**config.mk**
```make
export PLATFORM = sky130hd
export DESIGN_NAME = ru_seq
export DESIGN_NICKNAME = d
export VERILOG_FILES = /design/src/rtl/ru_seq.sv
export SDC_FILE = /design/constraint.sdc
export NUM_CORES = 1
export LEC_CHECK = 0
export BUFFER_PORTS_ARGS = -buffer_cell sky130_fd_sc_hd__clkbuf_2
export CORE_ASPECT_RATIO = 0.7
export CORE_MARGIN = 5
export CORE_UTILIZATION = 48
export CTS_CLUSTER_SIZE = 8
export DETAILED_ROUTE_END_ITERATION = 7
export HOLD_SLACK_MARGIN = 0.08
export PLACE_DENSITY = 0.8
export REMOVE_ABC_BUFFERS = 1
export SYNTH_ARGS = -nofsm -noshare
export SYNTH_HDL_FRONTEND = slang
export SYNTH_SLANG_ARGS = --single-unit
```
**constraint.sdc**
```tcl
create_clock -name i_clk -period 2.3 [get_ports i_clk]
set_input_delay 0.46 -clock i_clk [delete_from_list [all_inputs] [get_ports i_clk]]
set_output_delay 0.46 -clock i_clk [all_outputs]
set_load 0.05 [all_outputs]
```
**src/rtl/ru_seq.sv**
```systemverilog
// Rotation-unit job sequencer: runs 1..2^LEN_W-1 complex samples through the RU, one at a time.
// Element 0 goes in vectoring mode and the rest in rotation mode. Each RU op is guarded by a finish timeout.
module ru_seq #(
   parameter int DATA_W  = 12,
   parameter int LEN_W   = 3,
   parameter int TIMEOUT = 31
) (
   input  logic                     i_clk,
   input  logic                     i_rst_n,
   input  logic                     i_start,
   input  logic [LEN_W-1:0]         i_len,
   input  logic                     i_in_valid,
   output logic                     o_in_ready,
   input  logic signed [DATA_W-1:0] i_real,
   input  logic signed [DATA_W-1:0] i_imag,
   output logic                     o_ru_trig,
   output logic signed [DATA_W-1:0] o_ru_real_y,
   output logic signed [DATA_W-1:0] o_ru_imag_y,
   output logic                     o_ru_mode_y,
   input  logic signed [DATA_W-1:0] i_ru_real_x,
   input  logic signed [DATA_W-1:0] i_ru_imag_x,
   input  logic                     i_ru_finish,
   output logic                     o_out_valid,
   output logic signed [DATA_W-1:0] o_real,
   output logic signed [DATA_W-1:0] o_imag,
   output logic                     o_last,
   output logic                     o_busy,
   output logic                     o_done,
   output logic                     o_err,
   output logic [2:0]               o_state_dbg
);

   localparam int TMO_W = $clog2(TIMEOUT + 1);

   typedef enum logic [2:0] {
      S_IDLE    = 3'd0,
      S_WAIT_IN = 3'd1,
      S_ISSUE   = 3'd2,
      S_WAIT_RU = 3'd3,
      S_DONE    = 3'd4
   } state_t;

   state_t                     state_q, state_d;
   logic [LEN_W-1:0]           len_q, len_d;
   logic [LEN_W-1:0]           cnt_q, cnt_d;
   logic [TMO_W-1:0]           tmo_q, tmo_d;
   logic signed [DATA_W-1:0]   op_re_q, op_re_d, op_im_q, op_im_d;
   logic signed [DATA_W-1:0]   res_re_q, res_re_d, res_im_q, res_im_d;
   logic                       mode_q, mode_d;
   logic                       out_valid_q, out_valid_d;
   logic                       last_q, last_d;
   logic                       err_q, err_d;
   // Set by reset so a finish left over from an abandoned job is not flagged.
   logic                       stale_q, stale_d;

   always_ff @(posedge i_clk or negedge i_rst_n) begin
      if (!i_rst_n) begin
         state_q     <= S_IDLE;
         len_q       <= '0;
         cnt_q       <= '0;
         tmo_q       <= '0;
         op_re_q     <= '0;
         op_im_q     <= '0;
         res_re_q    <= '0;
         res_im_q    <= '0;
         mode_q      <= 1'b0;
         out_valid_q <= 1'b0;
         last_q      <= 1'b0;
         err_q       <= 1'b0;
         stale_q     <= 1'b1;
      end else begin
         state_q     <= state_d;
         len_q       <= len_d;
         cnt_q       <= cnt_d;
         tmo_q       <= tmo_d;
         op_re_q     <= op_re_d;
         op_im_q     <= op_im_d;
         res_re_q    <= res_re_d;
         res_im_q    <= res_im_d;
         mode_q      <= mode_d;
         out_valid_q <= out_valid_d;
         last_q      <= last_d;
         err_q       <= err_d;
         stale_q     <= stale_d;
      end
   end

   // Input handshake: o_in_ready is high for the whole of WAIT_IN; an element transfers
   // on the rising edge where i_in_valid and o_in_ready are both high.
   always_comb begin
      state_d     = state_q;
      len_d       = len_q;
      cnt_d       = cnt_q;
      tmo_d       = tmo_q;
      op_re_d     = op_re_q;
      op_im_d     = op_im_q;
      res_re_d    = res_re_q;
      res_im_d    = res_im_q;
      mode_d      = mode_q;
      out_valid_d = 1'b0;
      last_d      = 1'b0;
      err_d       = err_q;
      stale_d     = stale_q;
      unique case (state_q)
         S_IDLE: begin
            if (i_start) begin
               if (i_len != '0) begin
                  len_d   = i_len;
                  cnt_d   = '0;
                  err_d   = 1'b0;
                  stale_d = 1'b0;
                  state_d = S_WAIT_IN;
               end else begin
                  err_d = 1'b1;
               end
            end
         end
         S_WAIT_IN: begin
            if (i_in_valid) begin
               op_re_d = i_real;
               op_im_d = i_imag;
               mode_d  = (cnt_q == '0);
               state_d = S_ISSUE;
            end
         end
         S_ISSUE: begin
            tmo_d   = '0;
            state_d = S_WAIT_RU;
         end
         S_WAIT_RU: begin
            tmo_d = tmo_q + TMO_W'(1);
            // A finish arriving on the expiry cycle still counts as a normal completion.
            if (i_ru_finish) begin
               res_re_d    = i_ru_real_x;
               res_im_d    = i_ru_imag_x;
               out_valid_d = 1'b1;
               last_d      = (cnt_q == len_q - LEN_W'(1));
               cnt_d       = cnt_q + LEN_W'(1);
               state_d     = (cnt_q == len_q - LEN_W'(1)) ? S_DONE : S_WAIT_IN;
            end else if (tmo_q == TMO_W'(TIMEOUT - 1)) begin
               err_d   = 1'b1;
               state_d = S_DONE;
            end
         end
         S_DONE: begin
            state_d = S_IDLE;
         end
         default: begin
            state_d = S_IDLE;
         end
      endcase
      if (i_ru_finish && (state_q != S_WAIT_RU) && !stale_q) begin
         err_d = 1'b1;
      end
   end

   assign o_in_ready  = (state_q == S_WAIT_IN);
   assign o_ru_trig   = (state_q == S_ISSUE);
   assign o_busy      = (state_q != S_IDLE);
   assign o_done      = (state_q == S_DONE);
   assign o_ru_real_y = op_re_q;
   assign o_ru_imag_y = op_im_q;
   assign o_ru_mode_y = mode_q;
   assign o_out_valid = out_valid_q;
   assign o_last      = last_q;
   assign o_real      = res_re_q;
   assign o_imag      = res_im_q;
   assign o_err       = err_q;
   assign o_state_dbg = state_q;

endmodule

```
==> metrics, run 1 <==
status=completed; cell with the most instances after synthesis=dfrtp_1; Synth Flop Type=dfrtp_1; final setup margin=0.206 ns; synthesized instance count=210; area leader, netlist=dfrtp_1; fin area=0.00368 sq mm; Final Hold Fails=0; CP Class=flop to output pin; Critical Path Fanout Max=12; placed cell count=393; Yosys reg bits=67; pre-CTS setup slack=0.347 ns; Via density=5.01; Syn Area/Cell=13.5 sq um; CP Data Arrival Time=1.63 ns; I/O Buffers=114; CTS Buf Count=9; critical path capture point type=output pin; total grt overflow=0; Max Cap Violations=0; top post-synthesis cells by area=dfrtp_1 58%, mux2_2 10%, mux2_1 8.7%; FFs w/ async S/R, synth=100%; Post-Syn Area=0.00284 sq mm; GPL Wtd Cong=0.792; H-Tree Depth=3; Yosys top cell area share=58.2%; hold_buf cts=0; yosys warns=0; CTS root buf=clkbuf_8; placed instance area=0.00349 sq mm; fin cells=409; max_slew headroom=61.8%; Clock Sinks=67; largest net degree at the start of global routing=68; post-synth cell types=42; first-pass GRT wire length=9830 microns; die width=102 microns; Worst-path clk slew=0.07 ns; Seq/Total Area, Yosys=59.2%; number of synthesized flops with an enable pin=0; setup TNS=0 ns; RSZ-0062 raised after global routing=no; Die Y=74.3 microns; Crit Reg-Reg Endpoint=o_imag[6]; share of cells above drive strength 1=50.3%; period utilization=91.1%; Antenna Violating Nets Remaining=0; DP Wirelength=4460 microns; GRT Total Usage=16.9%; area of the core=0.00573 sq mm; Layout area overhead=29.9%; setup violators final=0; initial antenna violation count=0; crit start category=flop; Commonest cells post-synth=66 x dfrtp_1, 26 x mux2_2, 22 x mux2_1; fin crit period=2.09 ns; 1st-iter DRT viols=87; vias=2051; worst-margin pin slew=0.565 ns; # IOs=115; worst skew pair latency=0.33 ns; # diodes=0; Bufs on Longest Clock Path=2; DR WL/cell=14.7 microns; CTS tree=yes; Post-Route WL=6000 microns; Max Freq=0.477 GHz; full die area=0.00757 sq mm; Hold Path Class=input port to async pin; vias in the first global route=2086; R2R setup slack=0.35 ns; Crit path required time=1.84 ns; Worst R2R Start=o_state_dbg[0]; row count=23; drt first pass iters=4; Layout Skew=0.00920 ns; Slew Viols, Final=0; DRC errors left=0; Reg2Reg Depth=3; Initial Util=49.5%; nets=390
-- through the flow --
stage	util, %	hold slack (ns)
2_1_floorplan	-	0.164
3_3_place_gp	61.0	0.469
3_5_place_dp	61.0	0.475
4_1_cts	64.3	0.134
5_1_grt	64.3	0.145
6_report	64.3	0.120
-- logic make-up after synthesis --
group | after synthesis | synth area share, %
mux | 50 | 19.9
buf+inv | 22 | 3.97
compound gates | 23 | 4.85
simple gates | 40 | 8.47
xor+xnor | 3 | 1.41
flops | 67 | 59.2
fa+ha+maj | 5 | 2.21
-- sequential cells by signal, summed over array words and instances, names as in the netlist, 3 cells and up --
signal and cells:
len_q 3, o_imag 12, o_ru_real_y 12, tmo_q 5, o_state_dbg 3, o_real 12
o_ru_imag_y 12, cnt_q 3
-- cell type report --
type | instances | area, sq um
fill | 464 | 2040
clock inverter | 7 | 68.8
inverter | 12 | 45.0
sequential | 67 | 1680
clock buffer | 9 | 124
timing repair buffer | 118 | 613
tap | 75 | 93.8
multi-input combinational | 121 | 1060
-- routing by layer --
layer	vias to the layer above	wire, microns	track usage (%)
li1	969	-	-
met1	975	2640	21.6
met2	99	2510	25.6
met3	8	761	8.15
met4	0	85	5.82
met5	-	0	0
-- worst max path at each step --
stage	from	endpoint	slack (ns)	cells after the start
2_1_floorplan	o_state_dbg[0]	o_ru_imag_y[10]	-1.80	2
3_3_place_gp	o_state_dbg[0]	o_real[1]	0.44	3
3_5_place_dp	o_state_dbg[0]	o_imag[9]	0.35	3
4_1_cts	o_state_dbg[1]	o_ru_trig	0.12	3
5_1_grt	o_state_dbg[2]	o_ru_trig	0.10	3
6_report	o_state_dbg[2]	o_ru_trig	0.21	3
-- placed cells by master, fill, tap and decap left out, drive strengths merged --
| cell type | Yosys | routed |
|---|---|---|
| clkbuf | 2 | 122 |
| dfrtp | 66 | 66 |
| mux2 | 49 | 49 |
| inv | 12 | 12 |
| o21ai | 12 | 12 |
| nand2 | 11 | 11 |
| ha | 5 | 5 |
| buf | 8 | 5 |
| nand3 | 4 | 4 |
| nor2 | 4 | 4 |
| clkinv | 0 | 4 |
| nand2b | 3 | 3 |
| a21oi | 3 | 3 |
| nor2b | 3 | 3 |
| nor3 | 2 | 2 |
| xor2 | 2 | 2 |
| and3b | 2 | 2 |
| nand3b | 2 | 2 |
| nor4 | 2 | 2 |
| o22ai | 2 | 2 |
| clkinvlp | 0 | 2 |
| nor3b | 1 | 1 |
| nand4b | 1 | 1 |
| xnor3 | 1 | 1 |
| nor4bb | 1 | 1 |
| and4 | 1 | 1 |
| or4b | 1 | 1 |
| mux2i | 1 | 1 |
| or3 | 1 | 1 |
| nor4b | 1 | 1 |
| a211oi | 1 | 1 |
| o211ai | 1 | 1 |
| a41oi | 1 | 1 |
| o211a | 1 | 1 |
| a31o | 1 | 1 |
| o31ai | 1 | 1 |
| bufinv | 0 | 1 |
| dfstp | 1 | 1 |
-- what timing repair did --
| action | in CTS | in global routing |
|---|---|---|
| resized for setup | 0 | 1 |
| buffers inserted | 0 | 0 |
| endpoints found under the setup margin | 0 | 1 |
-- worst max-delay path, stage by stage (launching register included) --
cell and delay, ns:
dfrtp_1 0.52, nand2b_1 0.32, nor2_1 0.16, clkbuf_2 0.30
Power of run 1 is not shown: default switching activity piles up to over one toggle a cycle in this logic, so the estimate is an artifact.
==> run 2: changes to the inputs <==
- ABC_AREA: not set -> 1
- CORE_MARGIN: 5 -> 2
- PLACE_DENSITY: 0.8 -> 0.79
- SETUP_SLACK_MARGIN: not set -> 0.1
==> metrics, run 2 <==
1st-iter DRT viols=102 (was 87); R2R setup slack=0.60 ns (was 0.35 ns); CTS Buf Count=9 (unchanged); die width=96.1 microns (was 102 microns); CP Data Arrival Time=1.49 ns (was 1.63 ns); top post-synthesis cells by area=dfrtp_1 58%, nand2_1 23%, inv_1 2.8% (was dfrtp_1 58%, mux2_2 10%, mux2_1 8.7%); vias in the first global route=2171 (was 2086); CTS root buf=clkbuf_8 (unchanged); full die area=0.00658 sq mm (was 0.00757 sq mm); setup violators final=0 (unchanged); Yosys reg bits=67 (unchanged); drt first pass iters=5 (was 4); Lkg Pwr=2.18 nW; Layout area overhead=28.1% (was 29.9%); total grt overflow=0 (unchanged); status=completed (unchanged); Antenna Violating Nets Remaining=0 (unchanged); area leader, netlist=dfrtp_1 (unchanged); Post-Syn Area=0.00285 sq mm (was 0.00284 sq mm); Via density=4.68 (was 5.01); number of synthesized flops with an enable pin=0 (unchanged); initial antenna violation count=0 (unchanged); nets=513 (was 390); share of cells above drive strength 1=30.9% (was 50.3%); Yosys top cell area share=57.9% (was 58.2%); largest net degree at the start of global routing=68 (unchanged); Worst-path clk slew=0.07 ns (about the same); cell with the most instances after synthesis=nand2_1 (was dfrtp_1); Crit Reg-Reg Endpoint=cnt_q[0] (was o_imag[6]); synthesized instance count=333 (was 210); most frequent cells in the layout=176 x nand2_1, 113 x clkbuf_2, 66 x dfrtp_1 (was 113 x clkbuf_2, 65 x dfrtp_1, 26 x mux2_2); Layout Skew=0.00514 ns (was 0.00920 ns); CP Class=flop to output pin (unchanged); Critical Path Fanout Max=6 (was 12); Slew Viols, Final=0 (unchanged); Max Freq=0.512 GHz (was 0.477 GHz); Hold Path Class=input port to async pin (unchanged); area of the core=0.00573 sq mm (unchanged); DRC errors left=0 (unchanged); CTS tree=yes (unchanged); FFs w/ async S/R, synth=100% (unchanged); Seq/Total Area, Yosys=58.9% (was 59.2%); register area=0.00168 sq mm (about the same); Bufs on Longest Clock Path=2 (unchanged); critical path capture point type=output pin (unchanged); yosys warns=0 (unchanged); first-pass GRT wire length=9780 microns (was 9830 microns); RSZ-0062 raised after global routing=no (unchanged); vias=2487 (was 2051); worst-margin pin slew=0.428 ns (was 0.565 ns); Syn Area/Cell=8.56 sq um (was 13.5 sq um); Crit path required time=1.84 ns (about the same); final setup margin=0.346 ns (was 0.206 ns); Commonest cells post-synth=176 x nand2_1, 66 x dfrtp_1, 21 x inv_1, 13 x nor2_1, 10 x nand3_1 (was 66 x dfrtp_1, 26 x mux2_2, 22 x mux2_1); fin crit period=1.95 ns (was 2.09 ns); Pwr Density=1720 mW/mm^2; Final Hold Fails=0 (unchanged); Reg2Reg Depth=8 (was 3); Synth Flop Type=dfrtp_1 (unchanged); pre-CTS setup slack=0.624 ns (was 0.347 ns); Die Y=68.5 microns (was 74.3 microns); worst skew pair latency=0.34 ns (was 0.33 ns); Clock Sinks=67 (unchanged); GRT Total Usage=19.9% (was 16.9%); max_slew headroom=71.4% (was 61.8%); Max Cap Violations=0 (unchanged); crit start category=flop (unchanged); # diodes=0 (unchanged); row count=23 (unchanged); Post-CTS Resized=0 (unchanged); Worst R2R Start=o_state_dbg[1] (was o_state_dbg[0]); GPL Wtd Cong=0.869 (was 0.792); Fillers=489 (was 464); # IOs=115 (unchanged); Initial Util=49.8% (was 49.5%); H-Tree Depth=3 (unchanged); DP Wirelength=4570 microns (was 4460 microns); setup TNS=0 ns (unchanged); period utilization=85.0% (was 91.1%); commonest non-fill, non-tap cell in the layout=nand2_1 (was clkbuf_2); worst ir drop on vdd=0.786 mV; post-synth cell types=24 (was 42); DR WL/cell=12.0 microns (was 14.7 microns); hold_buf cts=0 (unchanged); I/O Buffers=114 (unchanged); Post-Route WL=6390 microns (was 6000 microns); multi-input logic area=0.00102 sq mm (was 0.00106 sq mm); # Post-CTS Setup Buffers=0 (unchanged)
==> run 2: kinds of logic (layout without fill, tap and decap cells) <==
logic type                 Yosys count  after routing  synth area share, %
AOI/OAI and AO/OA                   21             21                 3.91
xor gates and xnor gates             1              1                0.307
adders and majority gates            5              5                 2.19
buffers and inverters               32            155                 5.27
DFF                                 67             67                 58.9
and+or+nand+nor                    207            207                 29.5
==> run 2: worst max path at each step <==
stage	from	endpoint	slack (ns)	cells past startpoint
2_1_floorplan	o_state_dbg[2]	o_done	-0.06	2
3_3_place_gp	o_state_dbg[1]	cnt_q[0]	0.70	8
3_5_place_dp	o_state_dbg[1]	cnt_q[0]	0.62	8
4_1_cts	o_state_dbg[0]	o_ru_trig	0.34	4
5_1_grt	o_state_dbg[0]	o_ru_trig	0.28	4
6_report	o_state_dbg[0]	o_ru_trig	0.35	4
==> run 2: power by group <==
part           switching (W)  leakage [nW]  internal, W
sequential          0.000324         0.841      0.00169
combinational        0.00267          1.26     0.000737
clock               0.000441        0.0839     0.000408
==> run 2: per-stage QoR <==
stage	utilization (%)	instances	hold slack, ns	instance area [sq um]	total power (W)
floorplan	-	325	0.164	2790	0.00457
global placement	60.8	516	0.452	3480	0.00538
detailed placement	60.8	516	0.458	3480	0.00544
CTS	63.8	531	0.133	3650	0.00632
global route	63.8	531	0.140	3650	0.00667
finish	63.8	531	0.121	3650	0.00626
==> run 2: final cells by class <==
type                    instances  share of cell area, %
flip-flops and latches         67                   45.9
well taps                      75                   2.57
clock inverters                 5                  0.822
multi-input cells             234                   28.0
inverters                      24                   2.54
clock buffers                  10                   3.77
repair buffers                116                   16.4
==> run 2: worst max-delay path: stages, from the launching register on <==
cell and delay, ns:
dfrtp_1 0.47, inv_1 0.11, nand2_1 0.11, nor2_1 0.16, clkbuf_2 0.31
==> run 2: layer usage <==
layer	GRT usage (%)	vias up	share of wire (%)	routed length, microns
met1	26.1	1110	46	2920
met5	0	-	0	0
met4	7.32	0	1.3	80
met2	30.4	109	44	2810
li1	-	1258	-	-
met3	7.27	10	9.1	585
Power figures use the tool's default switching activity.
==> run 3: changes to the inputs <==
- CORE_UTILIZATION: 48 -> 43
- PLACE_DENSITY: 0.79 -> 0.75
- clock period: 2.3 -> 1.7 ns (I/O delays scaled with it)
==> metrics, run 3 (same netlist as run 2, synthesis figures left out) <==
status=completed (unchanged); most frequent cells in the layout=174 x nand2_1, 109 x clkbuf_2, 63 x dfrtp_1 (was 176 x nand2_1, 113 x clkbuf_2, 66 x dfrtp_1); share of cells above drive strength 1=35.2% (was 30.9%); Worst-path clk slew=0.07 ns (about the same); DRC errors left=0 (unchanged); commonest non-fill, non-tap cell in the layout=nand2_1 (unchanged); nets=529 (was 513); crit path buf inv count=2 (unchanged); largest net degree at the start of global routing=30 (was 68); CP Class=flop to output pin (unchanged); Layout area overhead=36.7% (was 28.1%); Die Y=72.1 microns (was 68.5 microns); Crit path depth=4 (unchanged); R2R setup slack=0.17 ns (was 0.60 ns); DR WL/cell=12.6 microns (was 12.0 microns); Slew Viols, Final=0 (unchanged); max_slew headroom=68.7% (was 71.4%); Worst R2R Start=o_state_dbg[2] (was o_state_dbg[1]); first-pass GRT wire length=11200 microns (was 9780 microns); GPL Wtd Cong=0.778 (was 0.869); worst skew pair latency=0.33 ns (was 0.34 ns); CTS root buf=clkbuf_8 (unchanged); # IOs=115 (unchanged); Pwr Density=2340 mW/mm^2 (was 1720 mW/mm^2); H-Tree Depth=3 (unchanged); area of the core=0.00631 sq mm (was 0.00573 sq mm); worst-margin pin slew=0.469 ns (was 0.428 ns); period utilization=92.8%; multi-input logic area=0.00105 sq mm (was 0.00102 sq mm); Post-Route WL=6920 microns (was 6390 microns); Via density=4.70 (was 4.68); worst hold slack=0.204 ns (was 0.121 ns); worst hold path depth=3; row count=24 (was 23); setup TNS=0 ns (unchanged); Crit Reg-Reg Endpoint=o_real[9] (was cnt_q[0]); DP Wirelength=5010 microns (was 4570 microns); vias in the first global route=2380 (was 2171); die width=101 microns (was 96.1 microns); worst ir drop on vdd=1.26 mV (was 0.786 mV); total grt overflow=0 (unchanged); critical path capture point type=output pin (unchanged); GRT Total Usage=19.9% (about the same); Fillers=569 (was 489); CP Data Arrival Time=1.24 ns (was 1.49 ns); Layout Skew=0.00330 ns (was 0.00514 ns); Crit path required time=1.36 ns (was 1.84 ns); Max Cap Violations=0 (unchanged); crit-path max cell delay=0.45 ns (was 0.47 ns); full die area=0.00731 sq mm (was 0.00658 sq mm); hold_sp=i_ru_real_x[8]; crit start category=flop (unchanged); fin crit period=1.58 ns; Finished Core Util=61.8% (was 63.8%); Hold Path Class=input port to flop (was input port to async pin); Worst path top cell family by delay=flip-flops (unchanged); Bufs on Longest Clock Path=2 (unchanged); CTS tree=yes (unchanged); register area=0.00168 sq mm (about the same); Critical Path Fanout Max=3 (was 6); setup violators final=0 (unchanged); Initial Util=45.2% (was 49.8%); Clock Sinks=67 (unchanged); Lkg Pwr=2.30 nW (was 2.18 nW); CP max-delay cell=dfrtp_2 (was dfrtp_1); vias=2581 (was 2487); CTS Buf Count=9 (unchanged); 1st-iter DRT viols=81 (was 102); worst path cell trace=nor2_4, nand2_1, inv_2, buf_8 (was inv_1, nand2_1, nor2_1, clkbuf_2); drt first pass iters=5 (unchanged); initial antenna violation count=0 (unchanged); Antenna Violating Nets Remaining=0 (unchanged); Max Freq=0.634 GHz; Reg2Reg Depth=7 (was 8); RSZ-0062 raised after global routing=yes (was no); Final Hold Fails=0 (unchanged); Hold EP=o_real[8]; I/O Buffers=114 (unchanged); # diodes=0 (unchanged)
## run 3: cell count changes in the layout (fill, tap and decap cells not counted), moves of 3 or more
| cell | previous run | this run |
|---|---|---|
| nor2_1 | 13 | 10 |
| inv_1 | 21 | 18 |
| dfrtp_1 | 66 | 63 |
| dfrtp_2 | 0 | 3 |
| buf_4 | 1 | 15 |
| clkbuf_2 | 113 | 109 |
| clkbuf_8 | 10 | 13 |
## run 3: timing repair
item	4_1_cts	5_1_grt
gates resized for setup	13	15
endpoints found under the hold margin	15	0
setup endpoints to repair	4	7
pin swaps	2	3
setup buffers	6	6
hold buffers	1	0
## run 3: cell type report
class / count / area share [%]
clock buffer: 12 / 4.24
clock inverter: 2 / 0.899
inverter: 24 / 2.57
multi-input combinational: 234 / 26.9
sequential: 67 / 43.1
tap: 78 / 2.50
timing repair buffer: 132 / 19.7
## run 3: worst min-delay path: stages
cell      delay (ns)
clkbuf_2        0.07
nand2_1         0.04
nand2_1         0.05
## run 3: how the worst max path moves through the flow
stage,from,to,slack [ns]
floorplan,o_state_dbg[2],o_done,-0.54
global placement,o_state_dbg[0],o_ru_trig,0.22
detailed placement,o_state_dbg[0],o_state_dbg[1],0.21
CTS,o_state_dbg[0],o_ru_trig,0.07
global route,o_state_dbg[2],o_in_ready,0.03
finish,o_state_dbg[2],o_in_ready,0.12
## run 3: power breakdown
group | internal, W | switching, W
clock network | 0.000779 | 0.000563
logic | 0.00129 | 0.00378
registers | 0.00229 | 0.000422
total | 0.00436 | 0.00476
## run 3: metrics by stage
step | std cells | worst slack (ns) | instance area [sq um] | power, W
final | 549 | 0.123 | 3900 | 0.00912
after detailed placement | 522 | 0.205 | 3520 | 0.00742
after CTS | 543 | 0.0669 | 3820 | 0.00900
after floorplan | 325 | -0.541 | 2790 | 0.00619
after global placement | 522 | 0.217 | 3520 | 0.00732
after global routing | 549 | 0.0348 | 3900 | 0.00974
## run 3: metal layers
layer	share of wire (%)	global-route usage, %
met2	43	28.9
met1	48	28.2
met4	0.71	4.50
met3	8.0	8.09
met5	0	0
